### src/rtl/mdr_pkg.sv
// Shared types and helpers for the memory data register: access-size and FSM encodings,
// lane alignment of the byte offset and byte-enable generation (sized for up to 8 lanes).
package mdr_pkg;

    typedef enum logic [1:0] {
        SZ_BYTE = 2'b00,
        SZ_HALF = 2'b01,
        SZ_WORD = 2'b10,
        SZ_FULL = 2'b11
    } mdr_size_e;

    typedef enum logic [1:0] {
        ST_IDLE = 2'b00,
        ST_RD   = 2'b01,
        ST_WR   = 2'b10,
        ST_DONE = 2'b11
    } mdr_state_e;

    localparam int unsigned MAX_LANES = 8;
    localparam int unsigned CNT_W     = 8;

    // Bytes touched by an access; SZ_FULL and oversize requests collapse to the bus width.
    function automatic logic [3:0] size_bytes(input mdr_size_e sz, input logic [3:0] lanes);
        logic [3:0] n;
        case (sz)
            SZ_BYTE: n = 4'd1;
            SZ_HALF: n = 4'd2;
            SZ_WORD: n = 4'd4;
            default: n = 4'd8;
        endcase
        if (n > lanes) begin
            n = lanes;
        end
        return n;
    endfunction

    function automatic logic [2:0] align_off(input mdr_size_e sz, input logic [2:0] off,
                                             input logic [3:0] lanes);
        logic [3:0] n;
        n = size_bytes(sz, lanes);
        return off & ~(n[2:0] - 3'd1) & (lanes[2:0] - 3'd1);
    endfunction

    // An 8-byte access wraps the shifted one to zero, so the decrement yields all ones.
    function automatic logic [MAX_LANES-1:0] be_gen(input mdr_size_e sz, input logic [2:0] off,
                                                    input logic [3:0] lanes);
        logic [3:0]           n;
        logic [MAX_LANES-1:0] m;
        n = size_bytes(sz, lanes);
        m = (8'd1 << n) - 8'd1;
        return m << align_off(sz, off, lanes);
    endfunction

endpackage

### src/rtl/mdr_lane_align.sv
// Read-lane extraction: shifts the addressed sub-word of the memory data down to bit 0
// and sign- or zero-extends it to the full width. Purely combinational.
module mdr_lane_align
    import mdr_pkg::*;
#(
    parameter  int WIDTH = 32,
    localparam int LANES = WIDTH / 8,
    localparam int AW    = $clog2(LANES)
) (
    input  logic [WIDTH-1:0] rdata_i,
    input  logic [1:0]       size_i,
    input  logic [AW-1:0]    off_i,
    input  logic             sext_i,
    output logic [WIDTH-1:0] ext_o
);

    logic [2:0]       aoff;
    logic [WIDTH-1:0] sh;

    assign aoff = align_off(mdr_size_e'(size_i), 3'(off_i), 4'(LANES));
    assign sh   = rdata_i >> {aoff, 3'b000};

    always_comb begin
        ext_o = sh;
        case (mdr_size_e'(size_i))
            SZ_BYTE: begin
                for (int i = 8; i < WIDTH; i++) begin
                    ext_o[i] = sext_i & sh[7];
                end
            end
            SZ_HALF: begin
                for (int i = 16; i < WIDTH; i++) begin
                    ext_o[i] = sext_i & sh[15];
                end
            end
            SZ_WORD: begin
                for (int i = 32; i < WIDTH; i++) begin
                    ext_o[i] = sext_i & sh[31];
                end
            end
            default: ext_o = sh;
        endcase
    end

endmodule

### src/rtl/mdr_handshake.sv
// Memory data register with req/ack handshake: bus load in IDLE, aligned reads with extension,
// lane-replicated writes, and a timeout that always returns the FSM to IDLE via DONE.
module mdr_handshake
    import mdr_pkg::*;
#(
    parameter  int WIDTH   = 32,
    localparam int LANES   = WIDTH / 8,
    localparam int AW      = $clog2(LANES),
    parameter  int TIMEOUT = 15
) (
    input  logic             clk,
    input  logic             clr,
    input  logic             mdr_in,
    input  logic [WIDTH-1:0] bus_mux_out,
    input  logic             rd_start,
    input  logic             wr_start,
    input  logic [1:0]       size,
    input  logic             sign_ext,
    input  logic [AW-1:0]    addr_lo,
    input  logic [WIDTH-1:0] mem_rdata,
    input  logic             mem_ack,
    output logic             mem_req,
    output logic             mem_we,
    output logic [WIDTH-1:0] mem_wdata,
    output logic [LANES-1:0] mem_be,
    output logic [WIDTH-1:0] q,
    output logic             busy,
    output logic             done,
    output logic             err
);

    mdr_state_e       state_q, state_d;
    logic [WIDTH-1:0] q_q, q_d;
    logic [1:0]       size_q, size_d;
    logic             sext_q, sext_d;
    logic [AW-1:0]    off_q, off_d;
    logic [CNT_W-1:0] cnt_q, cnt_d;
    logic             to_q, to_d;

    logic [WIDTH-1:0]     rd_ext;
    logic [WIDTH-1:0]     wdata_rep;
    logic [MAX_LANES-1:0] be_w;
    logic [CNT_W-1:0]     cnt_inc;
    logic                 timeout_hit;
    logic                 active;

    mdr_lane_align #(.WIDTH(WIDTH)) u_align (
        .rdata_i (mem_rdata),
        .size_i  (size_q),
        .off_i   (off_q),
        .sext_i  (sext_q),
        .ext_o   (rd_ext)
    );

    always_ff @(posedge clk or negedge clr) begin
        if (!clr) begin
            state_q <= ST_IDLE;
            q_q     <= '0;
            size_q  <= 2'b00;
            sext_q  <= 1'b0;
            off_q   <= '0;
            cnt_q   <= '0;
            to_q    <= 1'b0;
        end else begin
            state_q <= state_d;
            q_q     <= q_d;
            size_q  <= size_d;
            sext_q  <= sext_d;
            off_q   <= off_d;
            cnt_q   <= cnt_d;
            to_q    <= to_d;
        end
    end

    assign cnt_inc     = cnt_q + 1'b1;
    assign timeout_hit = (cnt_inc == CNT_W'(TIMEOUT));

    always_comb begin
        state_d = state_q;
        q_d     = q_q;
        size_d  = size_q;
        sext_d  = sext_q;
        off_d   = off_q;
        cnt_d   = cnt_q;
        to_d    = to_q;
        case (state_q)
            ST_IDLE: begin
                to_d = 1'b0;
                if (mdr_in) begin
                    q_d = bus_mux_out;
                end
                if (rd_start || wr_start) begin
                    state_d = rd_start ? ST_RD : ST_WR;
                    size_d  = size;
                    sext_d  = sign_ext;
                    off_d   = addr_lo;
                    cnt_d   = '0;
                end
            end
            ST_RD, ST_WR: begin
                // An ack on the final counted cycle still completes the transfer.
                if (mem_ack) begin
                    if (state_q == ST_RD) begin
                        q_d = rd_ext;
                    end
                    state_d = ST_DONE;
                end else if (timeout_hit) begin
                    cnt_d   = cnt_inc;
                    to_d    = 1'b1;
                    state_d = ST_DONE;
                end else begin
                    cnt_d = cnt_inc;
                end
            end
            default: begin
                state_d = ST_IDLE;
            end
        endcase
    end

    always_comb begin
        wdata_rep = q_q;
        case (mdr_size_e'(size_q))
            SZ_BYTE: wdata_rep = {LANES{q_q[7:0]}};
            SZ_HALF: wdata_rep = {(LANES/2){q_q[15:0]}};
            SZ_WORD: wdata_rep = {(LANES/4){q_q[31:0]}};
            default: wdata_rep = q_q;
        endcase
    end

    assign be_w = be_gen(mdr_size_e'(size_q), 3'(off_q), 4'(LANES));

    // Request-side outputs decode straight from the state flops so reset drops them at once.
    assign active    = (state_q == ST_RD) || (state_q == ST_WR);
    assign mem_req   = active;
    assign busy      = active;
    assign mem_we    = (state_q == ST_WR);
    assign mem_be    = active ? be_w[LANES-1:0] : '0;
    assign mem_wdata = (state_q == ST_WR) ? wdata_rep : '0;
    assign q         = q_q;
    assign done      = (state_q == ST_DONE);
    assign err       = (state_q == ST_DONE) && to_q;

endmodule

### config.mk
export PLATFORM = sky130hd
export DESIGN_NAME = mdr_handshake
export DESIGN_NICKNAME = d
export VERILOG_FILES = /design/src/rtl/mdr_pkg.sv /design/src/rtl/mdr_lane_align.sv /design/src/rtl/mdr_handshake.sv
export SDC_FILE = /design/constraint.sdc
export NUM_CORES = 1
export LEC_CHECK = 0
export ABC_AREA = 1
export CELL_PAD_IN_SITES_DETAIL_PLACEMENT = 0
export CELL_PAD_IN_SITES_GLOBAL_PLACEMENT = 2
export CORE_MARGIN = 5
export CORE_UTILIZATION = 32
export DETAILED_ROUTE_END_ITERATION = 12
export DONT_BUFFER_PORTS = 1
export PLACE_DENSITY_LB_ADDON = 0.25
export SLEW_MARGIN = 5
export SYNTH_ARGS = -nofsm -noshare
export SYNTH_HDL_FRONTEND = slang
export SYNTH_SLANG_ARGS = --single-unit
### constraint.sdc
create_clock -name clk -period 3 [get_ports clk]
set_input_delay 0.45 -clock clk [delete_from_list [all_inputs] [get_ports clk]]
set_output_delay 0.45 -clock clk [all_outputs]
set_load 0.01 [all_outputs]
==> summary.md <==
| Metric | Value |
|---|---|
| Outcome | finished with violations |
| Failing checks | negative hold slack |
| Clk pin slew, worst setup/hold paths | around 0.070 ns |
| GRT Util Overall | between 10% and 20% |
| Synth Flop Type | dfrtp_1 |
| CP max stage delay | around 0.42 ns |
| Sequential fraction of the synthesis area | 32.6% |
| Clock Sinks | 48 |
| DR WL/cell | between 15 and 20 µm |
| Row count | 39 |
| Clk buf depth | 2 |
| Vias per inst | ~5 |
| RSZ-0062 raised after global routing | no |
| Die X | about 120 µm |
| Leak | 2.19 nW |
| Distinct cell type count of the synthesized netlist | 31 |
| FF+latch count, synth | 48 |
| PwrDens | roughly 1500 nW/µm² |
| CP Launch Type | flip-flop |
| Fill count | ~1.3k |
| Crit path cell chain | nor2_4, inv_2, ha_1, nand2_4, inv_2, nor2_1, inv_1, nor2_1 |
| Worst path slowest cell | dfrtp_1 |
| H-tree Lvls | 2 |
| Worst-Margin Slew | 0.599 ns |
| F_max | around 0.37 GHz |
| Syn Nets | 669 |
| Die Height | approximately 120 µm |
| First-pass GRT wire length | between 15 and 20 mm |
| DRC violations left | 0 |
| Setup tns final | 0 ns |
| Ports | around 150 |
| Nets | around 660 |
| Pin count of the biggest net entering global routing | 49 |
| Overflow after GRT | 0 |
| Layout cells sized above 1 | 6.20% |
| Vias in the first global route | ~3.5k |
| Hold WS | -0.00414 ns |
| YS warnings | 0 |
| Layout area overhead | 8.77% |
| Crit path max fanout | 18 |
| Tmin final | approximately 2.7 ns |
| WS Path Type | reg -> out |
| WL final | 13.4 mm |
| Worst min path class | in -> async |
| Fin Clk Skew | 0.00472 ns |
| Ant diodes | 0 |
| Global placer's final weighted congestion | 0.873 |
| CTS Root Cell | clkbuf_16 |
| CORE AREA | approximately 11000 µm² |
| Initial antenna violation count | 0 |
| Vias post-DR | 3640 |
| Final core occ | 35.2% |
| CTS tree | done |
| MaxCap Viol Count | 0 |
| Cts bufs inserted | 5 |
| R2r worst-path depth | 8 |
| Required @ worst endpoint | approximately 2.6 ns |
| Die area | 13700 µm² |
| Mean area per synthesized cell | roughly 6.3 µm² |
| EDFF count, synth | 0 |
| Post-Syn Instances | 587 |
| Critical R2R Capture | cnt_q[1] |
| Ys async rst share | 100% |
| Clk Latency, worst-skew pair | around 0.29 ns |
| HPWL after DPL | approximately 11 mm |
| Mapped Area | between 3000 and 4000 µm² |
| Period utilisation layout | around nine tenths |
| Max Slew Vio Count | 0 |
| DRT iter0 DRCs | just over 200 |
| Initial Util | 32.4% |
| CP Capture Type | output pin |
| Crit path DAT | around 2.3 ns |
| Port Buf Inserts | 0 |
| Final antenna-violating net count | 0 |
| # setup viols final | 0 |
| Maximum vdd drop | between 0.0006 and 0.0007 V |
| Post-CTS Setup Inserts | 0 |
| R2r setup slk | ~0.56 ns |
| DR pass1 iterations | 4 |
| Slew margin rel. | between 50 and 60% |
| Final Hold Fails | 1 |
| Worst reg2reg path startpoint | state_q[0] |
## how the worst max path moves through the flow
stage / start / to / slack [ns] / depth (start not counted)
3_5_place_dp: size_q[1] / mem_be[1] / 0.48 / 8
4_1_cts: size_q[1] / mem_be[1] / 0.16 / 8
2_1_floorplan: size_q[0] / mem_wdata[16] / 0.75 / 8
6_report: size_q[0] / mem_be[0] / 0.27 / 8
5_1_grt: size_q[0] / mem_be[1] / 0.05 / 8
3_3_place_gp: size_q[1] / mem_be[0] / 0.48 / 8
## cell type report
cell class              count  area [µm²]  share of cell area, %
multi-input cells         417        1970                   49.2
well taps                 143         179                   4.47
clock buffers               6         129                   3.22
repair buffers             12         123                   3.06
clock inverters             2        35.0                  0.875
flip-flops and latches     48        1200                   30.0
inverters                  96         365                   9.12
## kinds of logic after synthesis
group,count (synthesis),synth area share [%]
AOI/OAI and AO/OA,118,17.7
adders and majority gates,7,2.38
and+or+nand+nor,288,32.1
muxes,3,0.918
buffers and inverters,122,14.0
DFF,48,32.6
xor gates and xnor gates,1,0.238
## placed cells by master (no fill, tap or decap), types with 3 or more instances in the layout
cell type  Yosys  final
nand2_1      147    146
nor2_1        89     89
ha_1           7      7
o22ai_1       11     11
o21ai_0       50     50
inv_2          3      3
a21oi_1       27     27
dfrtp_1       48     48
nand2_4        2      3
buf_4          3     10
nand3_1       40     40
o31ai_1        7      7
inv_1         91     91
o21bai_1       8      8
mux2_2         3      3
clkbuf_16      0      5
o21ai_1       12     12
## stage by stage
step           power, mW  area (µm²)  cells  setup slack (ns)  hold slack (ns)
6_report            5.90        4000    724             0.265         -0.00414
5_1_grt             6.52        4000    724            0.0516           0.0121
4_1_cts             5.93        4000    724             0.157           0.0118
3_5_place_dp        5.25        3800    715             0.480            0.156
3_3_place_gp        5.23        3800    715             0.485            0.156
2_1_floorplan       4.23        3680    587             0.746            0.154
## sequential cells by signal, indices dropped and copies added, names as in the netlist
signal and cells:
q 32, cnt_q 8, off_q 2, size_q 2, state_q 2, sext_q 1, to_q 1
## synth_stat cells, types with 2 or more instances
master	number	share of area, %
nand2_1	147	15
inv_1	91	9.3
nor2_1	89	9.1
o21ai_0	50	6.8
dfrtp_1	48	33
nand3_1	40	5.4
a21oi_1	27	3.7
o21ai_1	12	1.6
o22ai_1	11	1.9
clkbuf_1	10	1.0
buf_2	9	1.2
o21bai_1	8	1.6
ha_1	7	2.4
o31ai_1	7	1.4
buf_6	4	1.2
buf_4	3	0.61
inv_2	3	0.31
mux2_2	3	0.92
inv_4	2	0.34
nand2_2	2	0.34
nand2_4	2	0.61
nand4_1	2	0.34
o2111ai_1	2	0.48
## power breakdown
part           internal (mW)  total, mW  switching, mW
logic                   1.18       3.87           2.69
registers              0.967       1.40          0.431
clock network          0.393      0.637          0.245
## per-layer routing
| layer | vias up | GRT usage [%] | wire length, µm |
|---|---|---|---|
| met4 | 0 | 3.90 | 113 |
| met2 | 138 | 28.8 | 5830 |
| li1 | 1831 | - | - |
| met1 | 1665 | 27.5 | 6140 |
| met3 | 6 | 5.30 | 1270 |
| met5 | - | 0 | 0 |
## timing repair
item                                    4_1_cts  5_1_grt
gates resized for setup                       0        2
endpoints found under the setup margin        0        2
hold endpoints to repair                     48        0
hold buffers                                  1        0
## worst max-delay path: cells and delay by family, from the launching register on
kind                     cells  cell delay, ns
adder cells (fa/ha/maj)      1            0.37
buffers and inverters        3            0.41
flip-flops                   1            0.42
AND/OR/NAND/NOR              4            0.78
(Power assumes the default switching activity.)
